[src/rtl/unpool_stream.sv]
// Streaming 2x2 nearest-neighbour unpooling: one pooled row is captured into a
// line buffer, then replayed twice with each value doubled horizontally.
module unpool_stream #(
    parameter int N = 28,
    parameter int W = 16
) (
    input  logic         clk,
    input  logic         rst,
    input  logic         in_valid,
    output logic         in_ready,
    input  logic [W-1:0] in_data,
    output logic         out_valid,
    input  logic         out_ready,
    output logic [W-1:0] out_data,
    output logic         out_row_last,
    output logic         out_last
);
    // state | meaning
    // FILL  | accepting M pooled values into line_buf
    // EMIT0 | first replay of line_buf (upper output row of each 2x2 window)
    // EMIT1 | second replay of line_buf (lower output row)

    localparam int M  = N / 2;
    localparam int MW = (M > 1) ? $clog2(M) : 1;
    // out_col carries one extra bit so out_col[CW-1:1] indexes line_buf directly
    localparam int CW = MW + 1;
    localparam logic [MW-1:0] M_LAST = MW'(M - 1);
    localparam logic [CW-1:0] N_LAST = CW'(N - 1);

    if ((N < 2) || ((N % 2) != 0)) begin : g_bad_n
        $error("unpool_stream: N must be even and >= 2");
    end

    typedef enum logic [1:0] {FILL, EMIT0, EMIT1} state_t;

    state_t        state;
    logic [W-1:0]  line_buf [M];
    logic [MW-1:0] in_col;
    logic [MW-1:0] prow;
    logic [CW-1:0] out_col;

    assign in_ready     = (state == FILL);
    assign out_valid    = (state != FILL);
    assign out_data     = out_valid ? line_buf[out_col[CW-1:1]] : '0;
    assign out_row_last = out_valid && (out_col == N_LAST);
    assign out_last     = (state == EMIT1) && (out_col == N_LAST) && (prow == M_LAST);

    always_ff @(posedge clk or posedge rst) begin
        if (rst) begin
            state   <= FILL;
            in_col  <= '0;
            out_col <= '0;
            prow    <= '0;
            for (int i = 0; i < M; i++) begin
                line_buf[i] <= '0;
            end
        end else begin
            case (state)
                FILL: begin
                    if (in_valid) begin
                        line_buf[in_col] <= in_data;
                        if (in_col == M_LAST) begin
                            in_col <= '0;
                            state  <= EMIT0;
                        end else begin
                            in_col <= in_col + 1'b1;
                        end
                    end
                end
                EMIT0, EMIT1: begin
                    if (out_ready) begin
                        if (out_col == N_LAST) begin
                            out_col <= '0;
                            if (state == EMIT0) begin
                                state <= EMIT1;
                            end else begin
                                state <= FILL;
                                prow  <= (prow == M_LAST) ? '0 : prow + 1'b1;
                            end
                        end else begin
                            out_col <= out_col + 1'b1;
                        end
                    end
                end
                default: state <= FILL;
            endcase
        end
    end
endmodule

[config.mk]
export PLATFORM = sky130hd
export DESIGN_NAME = unpool_stream
export DESIGN_NICKNAME = d
export VERILOG_FILES = /design/src/rtl/unpool_stream.sv
export SDC_FILE = /design/constraint.sdc
export NUM_CORES = 1
export LEC_CHECK = 0
export CAP_MARGIN = 20
export CORE_MARGIN = 2
export CORE_UTILIZATION = 30
export DETAILED_ROUTE_END_ITERATION = 8
export DONT_BUFFER_PORTS = 1
export GPL_ROUTABILITY_DRIVEN = 0
export PLACE_DENSITY_LB_ADDON = 0.1
export SYNTH_ARGS = -nofsm -noshare
export SYNTH_HDL_FRONTEND = slang
export SYNTH_SLANG_ARGS = --single-unit
[constraint.sdc]
create_clock -name clk -period 21.8 [get_ports clk]
set_input_delay 4.36 -clock clk [delete_from_list [all_inputs] [get_ports clk]]
set_output_delay 4.36 -clock clk [all_outputs]
set_load 0.1 [all_outputs]
==> key figures <==
Status
  – Status: completed

Synth
  – Yosys reg bits: about 240
  – Post-Synthesis Cells: 824
  – Yosys cell types: 40
  – Register area share after synthesis: about 53%
  – Netlist Area Pre-Place: about 0.011 mm²
  – Mean Syn Cell Area: approximately 14 µm²
  – Syn nets: about 850
  – Ys flop type: dfrtp_1
  – Synth warn: 0
  – Share of flip-flops with an asynchronous set or reset: 100%
  – Number of synthesized flops with an enable pin: 0

Detailed routing
  – Post-DRT Antenna Nets: 0
  – Initial DRC count: between 200 and 300
  – DR WL/cell: 24.4 µm
  – Vias per inst: approximately 5.2
  – Pre-Repair DR Iteration Count: 4
  – DR vias: around 6800
  – DRC viols: 0
  – Drt total wl: between 30000 and 40000 µm

Pwr
  – Max VDD drop: approximately 55 µV
  – Power, Total: 2.00 mW
  – LEAKAGE: about 5.5 nW
  – Total power divided by cell area: between 150 and 200 mW/mm²

Placed design
  – Setup WS pre-CTS: approximately 14000 ps
  – Detail Placement HPWL: ~18000 µm
  – Port Buffers: 0
  – Placed Cells: around 1300
  – DP Area: 0.0118 mm²

Final layout
  – Non-filler instance count after layout: around 1300
  – Cell area after layout: between 0.01 and 0.015 mm²
  – Fillers: approximately 3500
  – Area Growth Syn to Fin: 14.1%
  – Commonest non-fill, non-tap cells in the layout: dfrtp_1 (238), mux2_2 (218), mux2i_1 (80)
  – Ant. Diodes: 0
  – Nets: around 840
  – Most common cell after layout, fill and taps aside: dfrtp_1
  – Layout cell share with drive strength beyond 1: between 40% and 50%
  – End-of-flow core utilization: between 30% and 40%

Timing
  – Slew Viols, Final: 0
  – Final Hold Vio Count: 0
  – Fin crit share: 38.4%
  – Fin worst setup slack: 13430 ps
  – Final worst path period need: roughly 8400 ps
  – Setup violations, final: 0
  – Peak Freq: ~0.12 GHz
  – Worst Tran Pin Value: 1170 ps
  – Slew HR: 21.7%
  – Post-route clock skew: about 17 ps
  – Setup TNS: 0 ps
  – RSZ-0062 raised after global routing: false
  – Worst hold-check slack: ~500 ps

Setup path
  – R2R depth: 7
  – Critical path type: reg -> out
  – Slowest-stage cell, CP: dfrtp_4
  – Buf/Inv on CP: 1
  – Critical path fanouts, max: just over 50
  – Worst EP required: between 15000 and 20000 ps
  – Reg-to-Reg End: line_buf[109]$_DFFE_PP0P_
  – Critical Path Max Stage Delay: about 1000 ps
  – R2R Setup Slk: ~19000 ps
  – Worst Setup Start Kind: flop
  – CP Capture Type: primary output
  – CP Cell Sequence: buf_4 -> mux4_2 -> nor2b_1 -> nor3_1 -> nor2_2
  – CP delay by family, top: simple AND/OR/NAND/NOR gates
  – Data arrival time of the critical path: 4010 ps
  – Worst r2r src: state[0]$_DFFE_PP0P_

Global route
  – Antenna violations before repair: 1
  – GRT Overall Usage: between 15 and 20%
  – First-pass GRT wire length: roughly 49000 µm
  – Largest net degree at the start of global routing: 91
  – Vias in the first global route: ~7400
  – Overflow after GRT: 0

Clocking
  – Worst skew pair latency: roughly 560 ps
  – # hold bufs at CTS: 0
  – CTS sink cnt: approximately 240
  – Worst-path clk slew: ~50 ps
  – H-tree Lvls: 1
  – Max Root-Sink Buffers: 3
  – Post-CTS Setup Inserts: 0
  – Num CTS Buffers: 28
  – Root Driver: clkbuf_16
  – Post-CTS Resized: 0
  – CTS tree: built

Floorplan
  – Initial Utilization: between 30% and 40%
  – DIE AREA: 0.0390 mm²
  – Die width: about 200 µm
  – Core Region: about 0.037 mm²
  – Die height: between 150 and 200 µm
  – IO Count: 40
  – FP Rows: 70

Job
  – Max Cap Viol: 0

Worst hold path
  – Hold Crit Class: reg -> reg
  – Hold Path End: line_buf[172]$_DFFE_PP0P_
  – Hold Path Depth: 1
  – Worst hold path startpoint: line_buf[172]$_DFFE_PP0P_
[cells by family after synthesis]
family                     Yosys count  synth area share (%)
and+or+nand+nor                    102                  5.09
adders and majority gates            4                 0.446
buffers and inverters               71                  3.36
xor gates and xnor gates             2                 0.156
muxes                              324                  33.5
AOI/OAI and AO/OA                   82                  4.16
DFF                                239                  53.3
[report_power, final]
group,switching (mW),internal (mW)
registers,0.134,0.644
clock network,0.181,0.281
logic,0.391,0.364
total,0.706,1.29
[worst max path at each step]
stage                                start                    end  slack [ps]  cells past startpoint
floorplan                              rst  in_col[0]$_DFFE_PP0P_       10880                      1
global placement    out_col[1]$_DFFE_PP0P_           out_data[10]       13950                      5
detailed placement  out_col[1]$_DFFE_PP0P_            out_data[6]       13960                      5
CTS                 out_col[1]$_DFFE_PP0P_            out_data[4]       13350                      5
global route        out_col[1]$_DFFE_PP0P_            out_data[4]       13220                      5
finish              out_col[1]$_DFFE_PP0P_            out_data[4]       13430                      5
[cells in the mapped netlist (all sizes together) (3+ instances only)]
library cell	count	area share [%]
o21ai	40	1.8
nor2b	17	0.95
nor2	25	0.92
ha	4	0.45
mux2i	80	7.1
o21a	3	0.20
inv	8	0.27
dfrtp	239	53
nand2b	6	0.33
nand2	15	0.52
buf	34	2.1
clkbuf	29	0.97
o22ai	32	1.8
nor3	23	1.2
mux4	16	3.2
mux2	228	23
a21oi	4	0.18
nand3	6	0.31
[registers in the layout, indices dropped and copies added (netlist names)]
name and cells:
out_col 5, line_buf 224, state 2, in_col 4, prow 4
[per-layer routing]
metal | routed length, µm | global-route usage, % | vias to the layer above
li1 | - | - | 2966
met1 | 13800 | 22.2 | 3621
met2 | 15500 | 28.8 | 125
met3 | 1660 | 2.58 | 42
met4 | 684 | 4.34 | 0
met5 | 0 | 0 | -
[layout make-up]
cell class	count	area, µm²	area share, %
multi-input cells	514	4960	38.7
flip-flops and latches	239	5980	46.7
clock inverters	4	47.5	0.371
repair buffers	26	335	2.62
well taps	468	586	4.57
inverters	8	37.5	0.293
clock buffers	42	865	6.75
No activity file was read; power rests on OpenSTA's default activity.
